$ cat config.mk
export PLATFORM = sky130hd
export DESIGN_NAME = alu_share_ctrl
export DESIGN_NICKNAME = d
export VERILOG_FILES = /design/src/rtl/alu_pkg.sv /design/src/rtl/alu_share_ctrl_arb.sv /design/src/rtl/alu_share_ctrl.sv
export SDC_FILE = /design/constraint.sdc
export NUM_CORES = 1
export LEC_CHECK = 0
export BUFFER_PORTS_ARGS = -buffer_cell sky130_fd_sc_hd__buf_2
export CORE_MARGIN = 5
export CORE_UTILIZATION = 30
export DETAILED_ROUTE_END_ITERATION = 8
export SYNTH_ARGS = -nofsm -noshare
export SYNTH_HDL_FRONTEND = slang
export SYNTH_HIERARCHICAL = 1
export SYNTH_SLANG_ARGS = --single-unit
$ cat constraint.sdc
create_clock -name clk -period 3.1 [get_ports clk]
set_clock_uncertainty 0.05 [all_clocks]
set_input_delay 0.62 -clock clk [delete_from_list [all_inputs] [get_ports clk]]
set_output_delay 0.62 -clock clk [all_outputs]
set_load 0.02 [all_outputs]
$ cat src/rtl/alu_pkg.sv
// Purpose: shared ALU opcodes, default widths and sequencer state encoding.
// Latency: n/a (declarations only).
// Backpressure: n/a.
// Contents: ALU_ADD/ALU_SUB opcodes, DATA_WIDTH_DFLT/CTRL_WIDTH_DFLT, state_t.
package alu_pkg;

   localparam int DATA_WIDTH_DFLT = 32;
   localparam int CTRL_WIDTH_DFLT = 4;

   // Opcodes already understood by the shared ALU.
   localparam logic [3:0] ALU_ADD = 4'b0000;
   localparam logic [3:0] ALU_SUB = 4'b0001;

   typedef enum logic [1:0] {
      IDLE = 2'd0,
      EXEC = 2'd1,
      RESP = 2'd2
   } state_t;

endpackage

$ cat src/rtl/alu_share_ctrl_arb.sv
// Purpose: 2-way round-robin arbiter owning the last-grant pointer.
// Latency: grant is combinational in req; pointer updates on the edge where advance=1.
// Backpressure: none; the caller decides when a grant is consumed via advance.
// Ports: clk, rst (sync, active-high), req[1:0] in, advance in, grant[1:0] one-hot out.
module rr_arb2
   import alu_pkg::*;
(
   input  logic       clk,
   input  logic       rst,
   input  logic [1:0] req,
   input  logic       advance,
   output logic [1:0] grant
);

   // last_q = index of the most recently granted requester. Resets to 1 so
   // requester 0 wins the first tie.
   logic last_q;
   logic last_d;

   always_comb begin
      grant = 2'b00;
      unique case (req)
         2'b01:   grant = 2'b01;
         2'b10:   grant = 2'b10;
         2'b11:   grant = last_q ? 2'b01 : 2'b10;
         default: grant = 2'b00;
      endcase
   end

   always_comb begin
      last_d = last_q;
      if (advance && (grant != 2'b00)) begin
         last_d = grant[1];
      end
   end

   always_ff @(posedge clk) begin
      if (rst) begin
         last_q <= 1'b1;
      end else begin
         last_q <= last_d;
      end
   end

endmodule

$ cat src/rtl/alu_share_ctrl.sv
// Purpose: shares one combinational ALU between two requesters, round-robin, one op in flight.
// Latency: accept at edge T, response valid from cycle T+2; at least 3 cycles per op.
// Backpressure: requests held off (ready=0) while busy; response held until rspN_ready.
// Ports: reqN_valid/ready/a/b/ctrl request channels; rspN_valid/ready + shared rsp_result;
//        alu_a/alu_b/alu_ctrl to the ALU, alu_result from it; busy = not IDLE.
module alu_share_ctrl
   import alu_pkg::*;
#(
   parameter int DATA_WIDTH = DATA_WIDTH_DFLT,
   parameter int CTRL_WIDTH = CTRL_WIDTH_DFLT
) (
   input  logic                  clk,
   input  logic                  rst,
   input  logic                  req0_valid,
   output logic                  req0_ready,
   input  logic [DATA_WIDTH-1:0] req0_a,
   input  logic [DATA_WIDTH-1:0] req0_b,
   input  logic [CTRL_WIDTH-1:0] req0_ctrl,
   input  logic                  req1_valid,
   output logic                  req1_ready,
   input  logic [DATA_WIDTH-1:0] req1_a,
   input  logic [DATA_WIDTH-1:0] req1_b,
   input  logic [CTRL_WIDTH-1:0] req1_ctrl,
   output logic                  rsp0_valid,
   input  logic                  rsp0_ready,
   output logic                  rsp1_valid,
   input  logic                  rsp1_ready,
   output logic [DATA_WIDTH-1:0] rsp_result,
   output logic [DATA_WIDTH-1:0] alu_a,
   output logic [DATA_WIDTH-1:0] alu_b,
   output logic [CTRL_WIDTH-1:0] alu_ctrl,
   input  logic [DATA_WIDTH-1:0] alu_result,
   output logic                  busy
);

   state_t                state_q, state_d;
   logic [DATA_WIDTH-1:0] alu_a_q, alu_a_d;
   logic [DATA_WIDTH-1:0] alu_b_q, alu_b_d;
   logic [CTRL_WIDTH-1:0] alu_ctrl_q, alu_ctrl_d;
   logic [DATA_WIDTH-1:0] rsp_result_q, rsp_result_d;
   logic                  owner_q, owner_d;

   logic [1:0] grant;
   logic       accept;
   logic       rsp_taken;

   // Acceptance only in IDLE; rst masks ready so nothing is handshaken on a reset edge.
   assign accept = (state_q == IDLE) && (grant != 2'b00) && !rst;

   rr_arb2 u_arb (
      .clk     (clk),
      .rst     (rst),
      .req     ({req1_valid, req0_valid}),
      .advance (accept),
      .grant   (grant)
   );

   assign rsp_taken = owner_q ? rsp1_ready : rsp0_ready;

   always_comb begin
      state_d      = state_q;
      alu_a_d      = alu_a_q;
      alu_b_d      = alu_b_q;
      alu_ctrl_d   = alu_ctrl_q;
      rsp_result_d = rsp_result_q;
      owner_d      = owner_q;
      unique case (state_q)
         IDLE: begin
            if (accept) begin
               owner_d    = grant[1];
               alu_a_d    = grant[1] ? req1_a    : req0_a;
               alu_b_d    = grant[1] ? req1_b    : req0_b;
               alu_ctrl_d = grant[1] ? req1_ctrl : req0_ctrl;
               state_d    = EXEC;
            end
         end
         EXEC: begin
            // ALU has had a full cycle on the registered operands.
            rsp_result_d = alu_result;
            state_d      = RESP;
         end
         RESP: begin
            if (rsp_taken) begin
               state_d = IDLE;
            end
         end
         default: state_d = IDLE;
      endcase
   end

   always_ff @(posedge clk) begin
      if (rst) begin
         state_q      <= IDLE;
         alu_a_q      <= '0;
         alu_b_q      <= '0;
         alu_ctrl_q   <= '0;
         rsp_result_q <= '0;
         owner_q      <= 1'b0;
      end else begin
         state_q      <= state_d;
         alu_a_q      <= alu_a_d;
         alu_b_q      <= alu_b_d;
         alu_ctrl_q   <= alu_ctrl_d;
         rsp_result_q <= rsp_result_d;
         owner_q      <= owner_d;
      end
   end

   assign req0_ready = accept && grant[0];
   assign req1_ready = accept && grant[1];
   assign rsp0_valid = (state_q == RESP) && !owner_q;
   assign rsp1_valid = (state_q == RESP) &&  owner_q;
   assign rsp_result = rsp_result_q;
   assign alu_a      = alu_a_q;
   assign alu_b      = alu_b_q;
   assign alu_ctrl   = alu_ctrl_q;
   assign busy       = (state_q != IDLE);

endmodule

## Word level (Yosys, flattened, before mapping)

Index checks and enable logic that the tools add are counted.

| storage, ports and cells | value |
|---|---|
| flip-flop bits (word level) | 104 |
| memory bits (read-only) | 0 |
| output and inout bits | 105 |
| memories kept | 0 |
| word-level logic and storage cells | 37 |
| bits of input ports | 174 |
| bits in latches | 0 |
| RAM bits | 0 |

| cells by class | value |
|---|---|
| div/mod/pow operators | 0 |
| reductions and logical operators | 14 |
| equality and inequality tests | 7 |
| shift-type cells | 0 |
| add/sub/neg operators | 0 |
| mux-type cells | 9 |
| $mul | 0 |
| order comparisons | 0 |
| bitwise operators | 0 |

Operator list:

| operator | number |
|---|---|
| 32-bit two-way mux | 2 |
| 2-bit one-hot mux with 3 select lines | 2 |
| 1-bit logical AND | 7 |
| 2-bit equality test, second input constant | 3 |
| 2-bit two-way mux | 3 |
| 2-bit by 1-bit equality test with 1-bit output, second input constant | 2 |
| 4-bit two-way mux | 1 |
| 2-bit != test, second input constant | 2 |
| 2-bit AND reduction | 2 |
| 2-bit nonzero test | 2 |
| 1-bit zero test | 2 |
| 2-bit zero test | 1 |
| 1-bit two-way mux | 1 |

## Longest topological paths before layout

| logic depth | value |
|---|---|
| word-level depth | 7 |
| gate-level depth with buffers | 8 |
| mapped depth without buffers | 6 |

## By module

The synthesis kept the hierarchy.

By module, submodules not included:

| module | cells each | seq. area each (µm²) | area an instance (µm²) | instances |
|---|---|---|---|---|
| alu_share_ctrl | 472 | 2,062.0 | 4,568.1 | 1 |
| rr_arb2 | 7 | 20.0 | 61.3 | 1 |

## Worst setup path before layout

No wires, ideal clock.

| timing path | value |
|---|---|
| kind | input port to output port |
| start | input port req1_valid |
| end | output port req1_ready |
| stages on the path | 4 |
| data arrival time | 1,761 ps |
| path buffers | 2 |
| setup slack | 669 ps |
| data required time | 2,430 ps |
| cells stage by stage | a21boi_0 > buf_6 > buf_2 > nor3b_1 |

| between the ends | value |
|---|---|
| cells in the longest elaborated chain, start to end | 6 |
| elaborated cells between the ends (all ways) | 8 |
| those cells by class | 3 x eq/ne; 1 x mux; 4 x reduce/logical |

Ends and longest elaborated chain:

| what | line | text |
|---|---|---|
| start: declaration | alu_share_ctrl.sv:19 | `input logic req1_valid,` |
| 2-bit equality test or 2-bit by 1-bit equality test with 1-bit output (tied branches) | alu_share_ctrl_arb.sv:22 | `unique case (req)` |
| 2-bit one-hot mux with 3 select lines * | alu_share_ctrl_arb.sv:22 |  |
| 2-bit nonzero test | alu_share_ctrl.sv:48 | `assign accept = (state_q == IDLE) && (grant != 2'b00) && !rst;` |
| 1-bit logical AND (2 in a row) | alu_share_ctrl.sv:48 |  |
| 1-bit logical AND * | alu_share_ctrl.sv:110 | `assign req1_ready = accept && grant[1];` |
| end: declaration | alu_share_ctrl.sv:20 | `output logic req1_ready,` |

Every way passes the cells marked *; elsewhere a longest branch is shown, timed or not.

## Final worst setup path

| timing path | value |
|---|---|
| start | register u_arb.last_q |
| end | output port req0_ready |

| between the ends | value |
|---|---|
| cells in the longest elaborated chain, start to end | 6 |

Ends and longest elaborated chain:

| what | line | text |
|---|---|---|
| start: declaration | alu_share_ctrl_arb.sv:17 | `logic last_q;` |
| start signal: assignment | alu_share_ctrl_arb.sv:41 | `last_q <= last_d;` |
| 2-bit two-way mux * | alu_share_ctrl_arb.sv:25 | `2'b11: grant = last_q ? 2'b01 : 2'b10;` |
| 2-bit one-hot mux with 3 select lines * | alu_share_ctrl_arb.sv:22 |  |
| via grant[0] | alu_share_ctrl.sv:43 | `logic [1:0] grant;` |
| 2-bit nonzero test | alu_share_ctrl.sv:48 |  |
| 1-bit logical AND (2 in a row) | alu_share_ctrl.sv:48 |  |
| 1-bit logical AND * | alu_share_ctrl.sv:109 | `assign req0_ready = accept && grant[0];` |
| end: declaration | alu_share_ctrl.sv:15 | `output logic req0_ready,` |

Mark *: on every way through the listed nets, which the timed path passes. The rest lies on a longest branch.

==> results.md <==
* I/O pins at 279
* H-tree depth at 3
* Comb pwr share at 26.3%
* Max-slew violation count at 0
* Crit path largest cell delay at 0.41 ns
* Cell count after synthesis at 479
* Mux cell area share after synthesis at 14.92%
* Worst Path Required at 2.43 ns
* Fill cells at 1555
* Synth cell types at 27
* Largest net degree at the start of global routing at 70
* Total wire length at 14.25 mm
* Compound-Gate Fraction of Synth Area at 26.62%
* CTS tree: done
* Met3 WL post-DR at 1.155 mm
* Initial antenna violation count at 0
* Starting Density at 30.57%
* Detailed Route Iter0 Violations at 172
* Die ar. at 18020 um2
* Syn avg cell area at 9.665 um2
* Fin crit share at 72.66%
* Ant diodes at 0
* Setup TNS at 0 ns
* Post-DP HPWL at 10.39 mm
* Startpoint types: flip-flop
* Cell Chain, Critical Path: inv_1 > a21boi_0 > nor3b_1 > buf_2
* Arrival @ worst endpoint at 1.58 ns
* Synth Area in Simple Gates at 7.486%
* Drt drc at 0
* MaxCap Viol Count at 0
* Count of input and output buffers at 278
* Postcts setup bufs at 0
* Max clock buf depth at 2
* Grt ovf at 0
* DRT met1 WL at 6.413 mm
* Die Y at 134.2 um
* Nets at 903
* Row cnt at 45
* Post-route ant nets at 0
* Worst IR Drop VDD at 0.2542 mV
* Lkg Pwr at 0.002929 uW
* Max_slew headroom at 41.18%
* Synth Area in Adders at 0%
* Share of the yosys chip area belonging to registers at 44.97%
* Switching share of power at 32.06%
* P_sw at 1223 uW
* CP endpoint kind: primary output
* CP Buf/Inv Count at 2
* Setup CP Type: flip-flop to primary output
* Hold Crit Class: flip-flop to flip-flop
* Clock-pin transition on the worst setup and hold timing paths at 0.07 ns
* Worst Tran Pin Value at 0.8823 ns
* Clock Tree Root: clkbuf_16
* PD cells at 594.1 nW/um2
* Num Clock Sinks at 104
* Final cell count without fillers at 922
* Floorplan Core Area at 15150 um2
* Cell area after synthesis at 4629 um2
* Yosys reg bits at 104
* Vias/cell at 4.804
* CTS buffer count at 9
* Largest family of logic cells by synthesized area: compound AO/OA/AOI/OAI gates
* Post-CTS Resized at 0
* Final setup fails at 0
* Area Overhead vs Synth at 38.73%
* Status: complete, no violations
* Post-synthesis xor/xnor area fraction at 0%
* Int Power at 2592 uW
* Slowest CP cell: dfxtp_1
* RSZ-0062 raised after global routing: no
* Share of post-route cells with drive strength above 1 at 47.96%
* Routability cong. at 0.7403
* Final min period at 2.252 ns
* Delay-heaviest family, CP: flip-flops
* Placed insts at 906
* FF/Latch Area at 2082 um2
* Die Wd at 134.2 um
* CP max FO at 4
* Proportion of power drawn by flip-flops and latches at 41.0%
* Hold_ws at 0.4012 ns
* Area of the multi-input gates at 2283 um2
* Synth Warn # at 6
* Final Hold Vio Count at 0
* Clk pwr share at 32.7%
* First-pass GRT wire length at 21.98 mm
* Hold_buf cts at 0
* Vias at 4429
* Met2 WL post-DR at 6.445 mm
* Top layer in use: met4
* Vias in the first global route at 4227
* Clk_lat worst skew at 0.34 ns
* Routed WL per cell at 15.45 um
* Max Clk Rate at 444.0 MHz
* Syn Nets at 653
* 1st-pass router iterations at 4
* GRT Overall Usage at 14.88%
==> worst paths after layout <==
kind                                from                     endpoint  slack [ns]  cells past startpoint
max            u_arb/last_q$_SDFFE_PP1P_                   req0_ready        0.85                      4
min          rsp_result[31]$_SDFFE_PP0N_  rsp_result[31]$_SDFFE_PP0N_        0.40                      2
max reg2reg    u_arb/last_q$_SDFFE_PP1P_        alu_b[9]$_SDFFE_PP0P_        1.08                      6
min reg2reg  rsp_result[31]$_SDFFE_PP0N_  rsp_result[31]$_SDFFE_PP0N_        0.40                      2
==> cell type report <==
class	count	share of cell area [%]
multi-input cells	323	35.55
flip-flops and latches	104	32.42
repair buffers	289	23.18
well taps	188	3.663
clock buffers	10	3.565
clock inverters	6	1.500
inverters	2	0.1169
==> registers in the layout (all words and copies together) (netlist names) <==
name and count:
owner_q 1, alu_ctrl 4, rsp_result 32, state_q 2, alu_a 32, u_arb/last_q 1, alu_b 32
==> worst reg2reg max path: stages (launching register included) <==
cell	delay [ns]
dfxtp_1	0.41
inv_1	0.06
a21boi_0	0.35
or2_2	0.20
buf_4	0.45
a21oi_1	0.17
a211oi_1	0.25
==> cells in the mapped netlist (all sizes together) <==
| cell type | number | area, um2 |
|---|---|---|
| a211oi | 68 | 610.6 |
| a21boi | 2 | 15.01 |
| a21oi | 103 | 590.6 |
| and3 | 1 | 6.260 |
| and3b | 1 | 8.760 |
| buf | 39 | 229.0 |
| clkbuf | 11 | 41.29 |
| dfxtp | 104 | 2082 |
| inv | 2 | 7.500 |
| mux2i | 69 | 690.7 |
| nand2 | 65 | 244.0 |
| nand2b | 1 | 6.260 |
| nand3b | 1 | 7.510 |
| nor2 | 3 | 28.78 |
| nor2b | 1 | 6.260 |
| nor3 | 2 | 10.01 |
| nor3b | 3 | 22.52 |
| o21ai | 1 | 5.000 |
| o21bai | 1 | 11.26 |
| or2 | 1 | 6.260 |
==> cell usage in the layout, fill, tap and decap left out, drive strengths merged <==
| master | Yosys | layout |
|---|---|---|
| nor3 | 2 | 2 |
| o21ai | 1 | 1 |
| nor2b | 1 | 1 |
| nand2 | 65 | 65 |
| a21oi | 103 | 103 |
| buf | 39 | 289 |
| o21bai | 1 | 1 |
| mux2i | 69 | 69 |
| nor2 | 3 | 3 |
| dfxtp | 104 | 104 |
| nand3b | 1 | 1 |
| inv | 2 | 5 |
| clkbuf | 11 | 10 |
| or2 | 1 | 1 |
| a21boi | 2 | 2 |
| and3b | 1 | 1 |
| clkinvlp | 0 | 1 |
| nor3b | 3 | 3 |
| nand2b | 1 | 1 |
| and3 | 1 | 1 |
| bufinv | 0 | 2 |
| a211oi | 68 | 68 |
==> power groups by stage <==
stage	sequential [uW]	clock [uW]	combinational, uW
floorplan	1770	0	491
global placement	1590	0	1010
detailed placement	1590	0	1020
CTS	1570	1290	1020
global route	1580	1340	1100
finish	1560	1250	1000
==> kinds of logic after synthesis <==
group,after synthesis
AND/OR/NAND/NOR,79
flip-flops,104
AO/OA/AOI/OAI,175
buffers and inverters,52
multiplexers,69
==> layer usage <==
metal | vias up | GRT usage, %
li1 | 2232 | -
met1 | 2003 | 19.38
met2 | 179 | 23.99
met3 | 15 | 3.976
met4 | 0 | 4.864
met5 | - | 0
==> per-stage QoR <==
stage | setup slack, ns | total power [uW] | area, um2 | utilization [%]
2_1_floorplan | 0.6694 | 2258 | 4629 | -
3_3_place_gp | 0.8365 | 2607 | 6097 | 40.26
3_5_place_dp | 0.7870 | 2614 | 6097 | 40.26
4_1_cts | 0.8349 | 3880 | 6422 | 42.40
5_1_grt | 0.6518 | 4022 | 6422 | 42.40
6_report | 0.8476 | 3816 | 6422 | 42.40
Power figures use the tool's default switching activity.
